--- src/rtl/control_pkg.sv ---
`default_nettype none
// ============================================================================
//  Module      : control_pkg
//  Description : Decoded control bundle, operand/immediate selectors, ALU
//                opcodes and the execute-stage result record.
//  Revision    : 1.0 - initial release
// ============================================================================
package control_pkg;

    localparam int EXEC_XLEN = 32;

    // Encodings 10-15 are reserved and evaluate to zero in the ALU.
    typedef enum logic [3:0] {
        ALU_ADD  = 4'd0,
        ALU_SUB  = 4'd1,
        ALU_SLL  = 4'd2,
        ALU_SLT  = 4'd3,
        ALU_SLTU = 4'd4,
        ALU_XOR  = 4'd5,
        ALU_SRL  = 4'd6,
        ALU_SRA  = 4'd7,
        ALU_OR   = 4'd8,
        ALU_AND  = 4'd9
    } alu_op_e;

    typedef enum logic [2:0] {
        IMM_NONE = 3'd0,
        IMM_I    = 3'd1,
        IMM_S    = 3'd2,
        IMM_B    = 3'd3,
        IMM_U    = 3'd4,
        IMM_J    = 3'd5
    } imm_sel_e;

    typedef enum logic [1:0] {
        SRC_A_RS1  = 2'd0,
        SRC_A_PC   = 2'd1,
        SRC_A_ZERO = 2'd2
    } a_sel_e;

    typedef enum logic [1:0] {
        SRC_B_RS2  = 2'd0,
        SRC_B_IMM  = 2'd1,
        SRC_B_FOUR = 2'd2
    } b_sel_e;

    typedef struct packed {
        alu_op_e    alu_op;
        logic       regwen;
        imm_sel_e   imm_sel;
        a_sel_e     A_sel;
        b_sel_e     B_sel;
        logic [4:0] rs1;
        logic [4:0] rs2;
        logic [4:0] rd;
    } control_signals_t;

    typedef struct packed {
        logic [EXEC_XLEN-1:0] result;
        logic [4:0]           rd;
        logic                 regwen;
    } exec_result_t;

endpackage
`default_nettype wire

--- src/rtl/exec_alu.sv ---
`default_nettype none
// ============================================================================
//  Module      : exec_alu
//  Description : Purely combinational integer ALU shared by execute and later
//                stages.
//  Revision    : 1.0 - initial release
// ============================================================================
module exec_alu
    import control_pkg::*;
#(
    parameter int XLEN = 32
) (
    input  alu_op_e          alu_op,
    input  logic [XLEN-1:0]  a,
    input  logic [XLEN-1:0]  b,
    output logic [XLEN-1:0]  result
);

    localparam int SHAMT_W = $clog2(XLEN);

    logic [SHAMT_W-1:0] w_shamt;
    logic               w_lt_signed;
    logic               w_lt_unsigned;

    assign w_shamt       = b[SHAMT_W-1:0];
    assign w_lt_signed   = $signed(a) < $signed(b);
    assign w_lt_unsigned = a < b;

    always_comb begin
        result = '0;
        case (alu_op)
            ALU_ADD:  result = a + b;
            ALU_SUB:  result = a - b;
            ALU_SLL:  result = a << w_shamt;
            ALU_SLT:  result = {{(XLEN-1){1'b0}}, w_lt_signed};
            ALU_SLTU: result = {{(XLEN-1){1'b0}}, w_lt_unsigned};
            ALU_XOR:  result = a ^ b;
            ALU_SRL:  result = a >> w_shamt;
            ALU_SRA:  result = $signed(a) >>> w_shamt;
            ALU_OR:   result = a | b;
            ALU_AND:  result = a & b;
            default:  result = '0;
        endcase
    end

endmodule
`default_nettype wire

--- src/rtl/execute_stage.sv ---
`default_nettype none
// ============================================================================
//  Module      : execute_stage
//  Description : Immediate generation, operand select with EX->EX bypass, ALU
//                and a valid/ready result register toward writeback.
//  Revision    : 1.0 - initial release
// ============================================================================
module execute_stage
    import control_pkg::*;
#(
    parameter int XLEN = 32
) (
    input  logic             clk,
    input  logic             rst,
    input  logic             in_valid,
    output logic             in_ready,
    input  control_signals_t in_ctrl,
    input  logic [31:0]      in_instr,
    input  logic [XLEN-1:0]  in_pc,
    input  logic [XLEN-1:0]  in_rs1_data,
    input  logic [XLEN-1:0]  in_rs2_data,
    input  logic             flush,
    output logic             out_valid,
    input  logic             out_ready,
    output logic [XLEN-1:0]  out_result,
    output logic [4:0]       out_rd,
    output logic             out_regwen
);

    logic [31:0]     w_imm32;
    logic [XLEN-1:0] w_imm;
    logic            w_fwd_rs1;
    logic            w_fwd_rs2;
    logic [XLEN-1:0] w_rs1;
    logic [XLEN-1:0] w_rs2;
    logic [XLEN-1:0] w_op_a;
    logic [XLEN-1:0] w_op_b;
    logic [XLEN-1:0] w_alu_result;
    logic            w_capture;
    logic            w_unused_opcode;

    logic            r_valid;
    logic [XLEN-1:0] r_result;
    logic [4:0]      r_rd;
    logic            r_regwen;

    // The opcode field carries no immediate bits.
    assign w_unused_opcode = ^in_instr[6:0];

    always_comb begin
        w_imm32 = '0;
        case (in_ctrl.imm_sel)
            IMM_I: w_imm32 = {{20{in_instr[31]}}, in_instr[31:20]};
            IMM_S: w_imm32 = {{20{in_instr[31]}}, in_instr[31:25], in_instr[11:7]};
            IMM_B: w_imm32 = {{19{in_instr[31]}}, in_instr[31], in_instr[7],
                              in_instr[30:25], in_instr[11:8], 1'b0};
            IMM_U: w_imm32 = {in_instr[31:12], 12'b0};
            IMM_J: w_imm32 = {{11{in_instr[31]}}, in_instr[31], in_instr[19:12],
                              in_instr[20], in_instr[30:21], 1'b0};
            default: w_imm32 = '0;
        endcase
    end

    assign w_imm = XLEN'($signed(w_imm32));

    // Bypass the registered result to the instruction now sitting in decode.
    assign w_fwd_rs1 = r_valid && r_regwen && (r_rd != 5'd0) && (r_rd == in_ctrl.rs1);
    assign w_fwd_rs2 = r_valid && r_regwen && (r_rd != 5'd0) && (r_rd == in_ctrl.rs2);
    assign w_rs1     = w_fwd_rs1 ? r_result : in_rs1_data;
    assign w_rs2     = w_fwd_rs2 ? r_result : in_rs2_data;

    always_comb begin
        w_op_a = '0;
        case (in_ctrl.A_sel)
            SRC_A_RS1:  w_op_a = w_rs1;
            SRC_A_PC:   w_op_a = in_pc;
            SRC_A_ZERO: w_op_a = '0;
            default:    w_op_a = '0;
        endcase
    end

    always_comb begin
        w_op_b = '0;
        case (in_ctrl.B_sel)
            SRC_B_RS2:  w_op_b = w_rs2;
            SRC_B_IMM:  w_op_b = w_imm;
            SRC_B_FOUR: w_op_b = XLEN'(4);
            default:    w_op_b = '0;
        endcase
    end

    exec_alu #(
        .XLEN   (XLEN)
    ) u_exec_alu (
        .alu_op (in_ctrl.alu_op),
        .a      (w_op_a),
        .b      (w_op_b),
        .result (w_alu_result)
    );

    assign in_ready  = !r_valid || out_ready;
    assign w_capture = in_valid && in_ready && !flush;

    always_ff @(posedge clk) begin
        if (rst) begin
            r_valid  <= 1'b0;
            r_result <= '0;
            r_rd     <= '0;
            r_regwen <= 1'b0;
        end else if (flush) begin
            r_valid <= 1'b0;
        end else if (w_capture) begin
            r_valid  <= 1'b1;
            r_result <= w_alu_result;
            r_rd     <= in_ctrl.rd;
            r_regwen <= in_ctrl.regwen && (in_ctrl.rd != 5'd0);
        end else if (r_valid && out_ready) begin
            r_valid <= 1'b0;
        end
    end

    assign out_valid  = r_valid;
    assign out_result = r_result;
    assign out_rd     = r_rd;
    assign out_regwen = r_regwen;

endmodule
`default_nettype wire

--- config.mk ---
export PLATFORM = sky130hd
export DESIGN_NAME = execute_stage
export DESIGN_NICKNAME = d
export VERILOG_FILES = /design/src/rtl/control_pkg.sv /design/src/rtl/exec_alu.sv /design/src/rtl/execute_stage.sv
export SDC_FILE = /design/constraint.sdc
export NUM_CORES = 1
export LEC_CHECK = 0
export ABC_AREA = 1
export ABC_CLOCK_PERIOD_IN_PS = 10300
export BUFFER_PORTS_ARGS = -buffer_cell sky130_fd_sc_hd__buf_2
export CAP_MARGIN = 10
export CORE_MARGIN = 1
export CORE_UTILIZATION = 41
export DETAILED_ROUTE_END_ITERATION = 12
export GPL_TIMING_DRIVEN = 0
export PLACE_DENSITY = 0.68
export SLEW_MARGIN = 5
export SYNTH_ARGS = -nofsm -noshare
export SYNTH_HDL_FRONTEND = slang
export SYNTH_SLANG_ARGS = --single-unit
--- constraint.sdc ---
create_clock -name clk -period 10.3 [get_ports clk]
set_input_delay 1.03 -clock clk [delete_from_list [all_inputs] [get_ports clk]]
set_output_delay 1.03 -clock clk [all_outputs]
set_load 0.01 [all_outputs]
==> impl_metrics.json <==
{
  "fp.dieH_um": 181,
  "overflow": 0,
  "die_w_um": 181,
  "end_kind": "flop",
  "die-area_sq_mm": 0.0326,
  "post-place-ws_ns": 3.87,
  "fillers": 3579,
  "wl_mm": 78.3,
  "h-tree-depth": 2,
  "grtUsageTotal_pct": 46.2,
  "synth_ff_type": "dfxtp_1",
  "globalplace.congestion": 1.10,
  "placed_area_sq_mm": 0.0145,
  "p_leak_nw": 7.73,
  "vias": 19000,
  "syn-cell-area_sq_mm": 0.0131,
  "irDropWorstVdd_mv": 0.0575,
  "finalSetupViolCount": 0,
  "final.setup.worst_slack_ns": 3.90,
  "maxSlewViolCount": 0,
  "synth_area_leader_cell": "nand2_1",
  "drtPass1Iterations": 8,
  "start_kind": "primary input",
  "synthCells": 2441,
  "detail_route.wl_per_cell_um": 25.7,
  "grt_pass1_wl_mm": 112,
  "tightest_slew_ns": 1.38,
  "cts_sinks": 39,
  "dp.cells": 3033,
  "post-cts-setup-buffer-count": 0,
  "avgSynthCellArea_sq_um": 5.36,
  "cts.reportedPaths.clkPinSlew_ns": 0.06,
  "cts_buffers": 5,
  "cp.arrival_ns": 6.56,
  "io_pins": 200,
  "hold_depth": 2,
  "synthTopCellsByArea": "nand2_1, nand3_1, ha_1, inv_1, a21oi_1",
  "synthArstFlopShare_pct": 0,
  "cts_tree": "yes",
  "clk-insertion-delay-late_ns": 0.29,
  "postRouteAntennaNets": 0,
  "core_sq_mm": 0.0315,
  "nNetsFinal": 2900,
  "ys_warn_count": 0,
  "yosysTopAreaCellShare_pct": 17.9,
  "cts_resized": 0,
  "drc": 0,
  "design_area_sq_mm": 0.0147,
  "hp-class": "reg2reg",
  "finalHoldViolCount": 0,
  "first_iter_violations": 2937,
  "tns_ns": 0,
  "portBuffers": 188,
  "grt_pass1_vias": 17200,
  "finalCoreUtilization_pct": 46.8,
  "rows": 65,
  "antenna_found_initial": 1,
  "drive_above_1_share_pct": 15.7,
  "status": "finished, final reports clean",
  "start_util_pct": 41.6,
  "powerDensity_mw_per_mm2": 79.4,
  "cts_buffer_depth": 2,
  "crit_required_ns": 10.46,
  "slew_headroom_pct": 7.16,
  "reg2reg_depth": 25,
  "synth_cell_types": 57,
  "synth_enable_flop_cells": 0,
  "dp_hpwl_mm": 63.5,
  "grt_max_degree": 15,
  "cts_hold_buf": 0,
  "whs_ns": 0.509,
  "timing.final.crit_share_pct": 62.2,
  "fin_worst_skew_ns": 0.00456,
  "seq_area_frac_synth_pct": 5.97,
  "power.total_mw": 1.17,
  "crit_path_max_fanout": 10,
  "syn_nets": 2702,
  "area_delta_synth_final_pct": 12.6,
  "stdcell_count": 3043,
  "viasPerCell": 6.25,
  "clock-root-buffer": "clkbuf_16",
  "max_freq_mhz": 156,
  "maxCapViolCount": 0,
  "rsz0062_at_grt": "no",
  "ys_seq_elements": 39,
  "post-route-min-period_ns": 6.40,
  "worstSetupPathType": "in2reg"
}
[layer usage]
layer	GRT usage, %	vias to the layer above	wire length (um)
li1	-	8486	-
met1	60.2	8651	30400
met2	67.8	1571	30900
met3	13.2	304	11500
met4	26.0	0	5420
met5	0	-	0
[flip-flops by register name, summed over array words and instances, names as in the netlist]
signal,flops
out_valid,1
out_regwen,1
out_rd,5
out_result,32
[worst max-delay path, stage by stage]
cell and delay (ns):
buf_2 0.11, inv_1 0.05, nand2_1 0.05, nand2_1 0.04
nor2_1 0.14, nand3_1 0.13, nor2_4 0.20, buf_2 0.29
clkbuf_1 0.37, nand2_1 0.13, a32oi_1 0.75, ha_1 0.36
clkbuf_1 0.21, nor2_1 0.25, nand2_1 0.10, nor4_1 0.50
nand3_1 0.32, nand3_1 0.22, nand2_1 0.07, nand3_1 0.07
nand2_1 0.06, nor2_1 0.46, nand2_1 0.09, nand3b_1 0.32
nand2_1 0.14, a21oi_1 0.07
[cells by family (layout without fill, tap and decap cells)]
group                    Yosys count  after routing  synth area share (%)
AO/OA/AOI/OAI                    446            446                  20.8
flip-flops                        39             39                  5.97
buffers and inverters            440            639                  14.5
XOR/XNOR                          11             11                 0.851
adder cells (fa/ha/maj)          101            101                  9.78
other                              0              1                     0
AND/OR/NAND/NOR                 1404           1404                  48.1
[cell usage in the layout (no fill, tap or decap), drive strengths merged, types with 6 or more instances in the layout]
cell | synthesis | final
nand2 | 650 | 650
nand3 | 437 | 437
inv | 300 | 301
buf | 77 | 267
nor2 | 240 | 240
a21oi | 189 | 189
o21ai | 123 | 123
ha | 99 | 99
clkbuf | 57 | 63
dfxtp | 39 | 39
a32oi | 25 | 25
nor3 | 23 | 23
o22ai | 21 | 21
or2 | 18 | 18
o211ai | 17 | 17
nand4 | 14 | 14
o21bai | 13 | 13
a31oi | 12 | 12
a21o | 11 | 11
nand3b | 10 | 10
xor2 | 8 | 8
a221oi | 8 | 8
nor4 | 7 | 7
clkinv | 6 | 7
o221ai | 6 | 6
[cells in the mapped netlist, drive strengths merged (6+ instances only)]
cell type  count
nand3b        10
o211ai        17
nand4         14
ha            99
a32oi         25
dfxtp         39
nand2        650
inv          300
clkinv         6
o21bai        13
o221ai         6
clkbuf        57
a21oi        189
nand3        437
buf           77
or2           18
a21o          11
nor3          23
o21ai        123
a221oi         8
nor4           7
o22ai         21
nor2         240
xor2           8
a31oi         12
[report_power, final]
group	internal (mW)	switching (mW)
clock network	0.115	0.0648
logic	0.229	0.592
registers	0.158	0.0107
total	0.502	0.668
[path summary, 6_finish.rpt]
check	slack [ns]	startpoint	endpoint
hold reg to reg	0.51	out_result[4]	out_result[4]
setup reg to reg	4.26	out_rd[0]	out_result[20]
hold / removal	0.51	out_result[4]	out_result[4]
setup / recovery	3.90	in_ctrl[6]	out_result[20]
[final cells by class]
class                      instances  area [sq um]  area share, %
multi-input combinational       1962         10400           70.7
inverter                         306          1150           7.81
timing repair buffer             191           961           6.53
sequential                        39           781           5.30
buffer                           134           746           5.06
tap                              402           503           3.42
clock buffer                       5           125          0.850
clock inverter                     3          47.5          0.323
antenna                            1          2.50         0.0170
No activity file was read; power rests on OpenSTA's default activity.
